$ cat src/rtl/serial_deser_pkg.sv
// Shared definitions for the serial-to-parallel receiver.
package serial_deser_pkg;

   typedef enum logic {
      ST_IDLE  = 1'b0,
      ST_SHIFT = 1'b1
   } state_t;

endpackage

$ cat src/rtl/serial_deser.sv
// Serial-to-parallel receiver: assembles WIDTH-bit words from a 1-bit stream
// and presents them on a valid/ready output register with abort/overrun flags.
module serial_deser
   import serial_deser_pkg::*;
#(
   parameter int unsigned WIDTH     = 4,
   parameter bit          MSB_FIRST = 1'b0
) (
   input  logic             clk,
   input  logic             rst,
   input  logic             sin,
   input  logic             sin_en,
   output logic [WIDTH-1:0] dout,
   output logic             dout_valid,
   input  logic             dout_ready,
   output logic             busy,
   output logic             frame_err,
   output logic             overrun
);

   localparam int unsigned CW = (WIDTH > 1) ? $clog2(WIDTH) : 1;

   state_t           state;
   logic [CW-1:0]    cnt;
   logic [WIDTH-1:0] shreg;

   logic [CW-1:0]    idx_c;
   logic [WIDTH-1:0] word_c;
   logic             last_c;

   // Current bit merged into the partial word so the last bit loads dout directly.
   always_comb begin
      idx_c  = MSB_FIRST ? (CW'(WIDTH - 1) - cnt) : cnt;
      word_c = shreg;
      word_c[idx_c] = sin;
      last_c = (state == ST_SHIFT) && sin_en && (cnt == CW'(WIDTH - 1));
   end

   assign busy = (state == ST_SHIFT);

   always_ff @(posedge clk) begin
      if (rst) begin
         state      <= ST_IDLE;
         cnt        <= '0;
         shreg      <= '0;
         dout       <= '0;
         dout_valid <= 1'b0;
         frame_err  <= 1'b0;
         overrun    <= 1'b0;
      end else begin
         frame_err <= 1'b0;

         case (state)
            ST_IDLE: begin
               if (sin_en) begin
                  shreg <= word_c;
                  cnt   <= CW'(1);
                  state <= ST_SHIFT;
               end
            end
            ST_SHIFT: begin
               if (!sin_en) begin
                  frame_err <= 1'b1;
                  cnt       <= '0;
                  shreg     <= '0;
                  state     <= ST_IDLE;
               end else if (last_c) begin
                  cnt   <= '0;
                  shreg <= '0;
                  state <= ST_IDLE;
               end else begin
                  shreg <= word_c;
                  cnt   <= cnt + CW'(1);
               end
            end
            default: state <= ST_IDLE;
         endcase

         // Output slice: a full, unaccepted register drops the new word.
         if (last_c) begin
            if (!dout_valid || dout_ready) begin
               dout       <= word_c;
               dout_valid <= 1'b1;
            end else begin
               overrun <= 1'b1;
            end
         end else if (dout_valid && dout_ready) begin
            dout_valid <= 1'b0;
         end
      end
   end

endmodule

$ cat config.mk
export PLATFORM = sky130hd
export DESIGN_NAME = serial_deser
export DESIGN_NICKNAME = d
export VERILOG_FILES = /design/src/rtl/serial_deser_pkg.sv /design/src/rtl/serial_deser.sv
export SDC_FILE = /design/constraint.sdc
export NUM_CORES = 1
export LEC_CHECK = 0
export ABC_AREA = 1
export CAP_MARGIN = 20
export CORE_MARGIN = 2
export CORE_UTILIZATION = 30
export CTS_BUF_LIST = sky130_fd_sc_hd__clkbuf_4
export DETAILED_ROUTE_END_ITERATION = 7
export MAX_ROUTING_LAYER = met4
export PLACE_DENSITY = 0.51
export SKIP_LAST_GASP = 1
export SLEW_MARGIN = 20
export SYNTH_ARGS = -nofsm -noshare
export SYNTH_HDL_FRONTEND = slang
export SYNTH_SLANG_ARGS = --single-unit
$ cat constraint.sdc
create_clock -name clk -period 1.65 [get_ports clk]
set_input_delay 0.2475 -clock clk [delete_from_list [all_inputs] [get_ports clk]]
set_output_delay 0.2475 -clock clk [all_outputs]
set_load 0.005 [all_outputs]
Yosys cells after proc, flatten, opt, wreduce, memory -nomap -nowiden
Index checks and enable logic that the tools add are counted.
{"block": "word_totals", "reg_bits": 14, "elab_cells": 45, "input_bits": 5, "output_inout_bits": 8}
{"block": "classes", "n_addsub": 1, "n_reduce_logical": 11, "bitwise": 2, "n_eq_ne": 3, "order_cmp": 2, "n_mux": 19}
{"cell": "$mux W4", "n": 3}
{"cell": "$mux W1", "n": 8}
{"cell": "$pmux W4 S2", "n": 1}
{"cell": "$mux W2", "n": 3}
{"cell": "$reduce_and A2 Y1", "n": 3}
{"cell": "$bwmux W4", "n": 1}
{"cell": "$logic_and A1 B1 Y1", "n": 4}
{"cell": "$pmux W2 S2", "n": 1}
{"cell": "$lt A2 B3 Y1 const B", "n": 1}
{"cell": "$add A2 B1 Y2 const B", "n": 1}
{"cell": "$demux W1 S2", "n": 1}
{"cell": "$eq A2 B2 Y1 const B", "n": 1}
{"cell": "$ge A2 B1 Y1 const B", "n": 1}
{"cell": "$ne A2 B1 Y1 const B", "n": 1}
{"cell": "$ne A2 B2 Y1 const B", "n": 1}
{"cell": "$not A1 Y1", "n": 2}
{"cell": "$pmux W1 S2", "n": 1}
{"cell": "$reduce_bool A2 Y1", "n": 1}
{"cell": "$reduce_or A2 Y1", "n": 1}
{"cell": "$logic_not A1 Y1", "n": 1}
{"cell": "$logic_or A1 B1 Y1", "n": 1}

Logic depth before layout (Yosys ltp)
{"block": "depth", "ltp_word": 8, "mapped_depth": 7, "ltp_nobuf": 7}

Worst setup path after synthesis
No wires, ideal clock.
{"block": "synth_timing", "path_kind": "reg2reg", "start": "register cnt[0]", "end": "register dout[0]", "arrival_ps": 1000, "synth_period_minus_slack_ps": 1113, "slack_ps": 537, "path_buffers": 0, "path_stages_with_launch": 7, "path_cell_list": "dfxtp_1 ha_1 nand3_2 nor2_4 nand2_1 nand2_1 nor2_1"}
{"block": "synth_between", "elab_chain_len": 5}
{"item": "from (decl)", "line_no": "serial_deser.sv:24", "source": "logic [CW-1:0] cnt;"}
{"item": "from (signal assigned)", "line_no": "serial_deser.sv:73", "source": "cnt <= cnt + CW'(1);"}
{"item": "$lt A2 B3 Y1 (not written as such) or $ge A2 B1 Y1 (tied branches)", "line_no": "serial_deser.sv:35", "source": "word_c[idx_c] = sin;"}
{"item": "$logic_and A1 B1 Y1 (not written as such)", "line_no": "serial_deser.sv:35"}
{"item": "$mux W1 (not written as such)", "line_no": "serial_deser.sv:35"}
{"item": "$demux W1 S2", "line_no": "serial_deser.sv:35"}
{"item": "$bwmux W4", "line_no": "serial_deser.sv:35"}
{"item": "to (signal assigned)", "line_no": "serial_deser.sv:82", "source": "dout <= word_c;"}
{"item": "to (decl)", "line_no": "serial_deser.sv:13", "source": "output logic [WIDTH-1:0] dout,"}
Parallel ways exist; a longest one is shown, timed or not.
A chain may end at the register's enable or synchronous reset.

Worst setup path in the final report
{"block": "layout_timing", "start": "register state (netlist: busy)", "end": "output busy"}
{"item": "from (decl)", "line_no": "serial_deser.sv:23", "source": "state_t state;"}
{"item": "from (signal assigned)", "line_no": "serial_deser.sv:43", "source": "state <= ST_IDLE;"}
{"item": "from (signal assigned)", "line_no": "serial_deser.sv:58", "source": "state <= ST_SHIFT;"}
{"item": "from (signal assigned)", "line_no": "serial_deser.sv:66", "source": "state <= ST_IDLE;"}
{"item": "to (decl)", "line_no": "serial_deser.sv:16", "source": "output logic busy,"}
No word-level cell between the ends.

==> impl_metrics.ini <==
[timing]
period_needed_ns = 1.52
setup_viol = 0
fin_tns_setup_ns = 0
worstMarginPinSlew_ns = 0.322
clock_skew_ns = 0.00114
clock.fmax_ghz = 0.657
final_hold_viol_count = 0
rsz0062_at_grt = no
finalCritPeriodShare = 0.923
slew_violations = 0
slew-limit-headroom = 0.784

[power_and_ir_drop]
netSwitchingFraction = 0.237
ir_worst_vdd_mv = 0.377
finalPower_mw = 0.596
clockPowerShare = 0.324
power.switching_mw = 0.141
pwr-share-comb = 0.084
seq_power_share = 0.592
internal_power_mw = 0.455
power.leakage_nw = 0.312
powerDensity_mw_per_mm2 = 781

[finish]
drive_above_1_share = 0.0674
diodes = 0
area_delta_synth_final_pct = 30.1
finalInstanceArea_sq_um = 763
fin_util = 0.428
ff_latch_area_sq_um = 280
multiInputGateArea_sq_um = 275
nets = 100
fillCellCount = 187

[logic_synthesis]
syn-cell-area_sq_um = 587
ys_types = 13
synth_top_area_frac = 0.478
syn_nets = 83
yosysTopAreaCell = dfxtp_1
synth.avg_cell_area_sq_um = 7.93
async_flop_share = 0
synth_area_leaders = dfxtp_1 48%, nand2_1 9.6%, ha_1 8.5%
ys_warn_count = 0
ys_seq_elements = 14
ys_seq_area_frac = 0.478
netlist_instances = 74
synth_ff_type = dfxtp_1
synth-edff-count = 0
synthTopCellsByCount = 15 x nand2_1, 14 x dfxtp_1, 12 x nor2_1
yosysMostFrequentCell = nand2_1

[cts]
clk_pin_slew_ns = 0.08
cts_made_buffers = 3
clkLatencyLatePin_ns = 0.28
cts_hold_buf = 0
cts_tree = done
cts_setup_buffers = 0
htree_num_levels = 1
cts_root_buffer = clkbuf_4
cts_resized = 0
clockBufferDepth = 2
clock-sinks = 14

[setup_path]
r2r-start = cnt[0]
cp_cell_sequence = clkdlybuf4s50_1
arrival_ns = 1.27
cpMaxStageDelayCell = clkdlybuf4s50_1
critPathKind = register to output port
cp_slowest_stage_delay_ns = 0.55
cp_top_family = buffers and inverters
crit_buf_inv = 1
cp-start-kind = register
required_ns = 1.40
crit_start = busy
critPathMaxFanout = 7
cp-end-kind = output port

[die]
rows = 15
core_area_sq_mm = 0.00178
die-width_um = 48.2
die-area_sq_mm = 0.00233
die_h_um = 48.2
io_pins = 13
start_util = 0.329

[job]
drv_cap = 0

[detailed_routing]
drtAntennaViolNets = 0
via_per_inst = 4.47
first_pass_iters = 4
drc = 0
drt_iter0_markers = 10
num_vias = 510
finalWirelength_um = 1060
avgRoutedWirePerCell_um = 9.31

[worst_hold_path]
hp-class = register to register
hp-start = overrun

[global_routing]
antenna_found_initial = 0
overflow = 0
grt.total_usage = 0.113
grt_start_max_net_pins = 12
grt_pass1_vias = 393
grt_pass1_wl_um = 1630

[placement]
hpwl_um = 792
io_buffers = 12
gp_congestion = 0.688
place_area_sq_um = 741

[status]
outcome = finished clean
## cells in the final DEF, fill, tap and decap left out, drive strengths merged
| cell | count |
|---|---|
| nand2 | 15 |
| dfxtp | 14 |
| nor2 | 13 |
| clkdlybuf4s50 | 12 |
| o21ai | 9 |
| inv | 7 |
| nand3 | 7 |
| ha | 4 |
| clkbuf | 3 |
| a21oi | 2 |
| o211a | 1 |
| o21a | 1 |
| buf | 1 |
## power groups by stage
stage / registers, mW / logic (mW) / clock network, mW
after global routing: 0.354 / 0.0565 / 0.221
after floorplan: 0.360 / 0.0267 / 0
after detailed placement: 0.361 / 0.0508 / 0
after CTS: 0.353 / 0.0511 / 0.202
final: 0.353 / 0.0502 / 0.193
after global placement: 0.360 / 0.0518 / 0
## through the flow
| step | cells | hold WS [ns] | worst slack [ns] |
|---|---|---|---|
| 6_report | 114 | 0.472 | 0.128 |
| 5_1_grt | 114 | 0.518 | 0.0528 |
| 4_1_cts | 114 | 0.477 | 0.121 |
| 3_5_place_dp | 111 | 0.454 | 0.202 |
| 3_3_place_gp | 111 | 0.451 | 0.222 |
| 2_1_floorplan | 74 | 0.317 | 0.537 |
## layer usage
| metal | GRT usage | vias to the layer above | wire (um) |
|---|---|---|---|
| li1 | - | 270 | - |
| met1 | 0.130 | 219 | 528 |
| met2 | 0.150 | 16 | 436 |
| met3 | 0.0333 | 5 | 55 |
| met4 | 0.114 | 0 | 41 |
| met5 | - | - | 0 |
## logic make-up (layout without fill, tap and decap cells)
group                      count (synthesis)  count (layout)  share of synthesized area
and+or+nand+nor                           35              35                      0.260
DFF                                       14              14                      0.478
AOI/OAI and AO/OA                         13              13                      0.124
buffers and inverters                      8              23                     0.0533
adders and majority gates                  4               4                     0.0853
## final cells by class
cell class,instances,share of cell area
inverters,7,0.0344
flip-flops and latches,14,0.367
repair buffers,13,0.167
well taps,25,0.0410
clock buffers,3,0.0295
multi-input cells,52,0.361
## final timing paths
path	end	slack, ns	cells after the start
max	busy	0.13	1
min	overrun	0.47	2
max reg2reg	dout[1]	0.40	6
min reg2reg	overrun	0.47	2
## registers in the layout, indices dropped and copies added, names as in the netlist
register	count
shreg	4
cnt	2
frame_err	1
busy	1
dout_valid	1
dout	4
overrun	1
No activity file was read; power rests on OpenSTA's default activity.
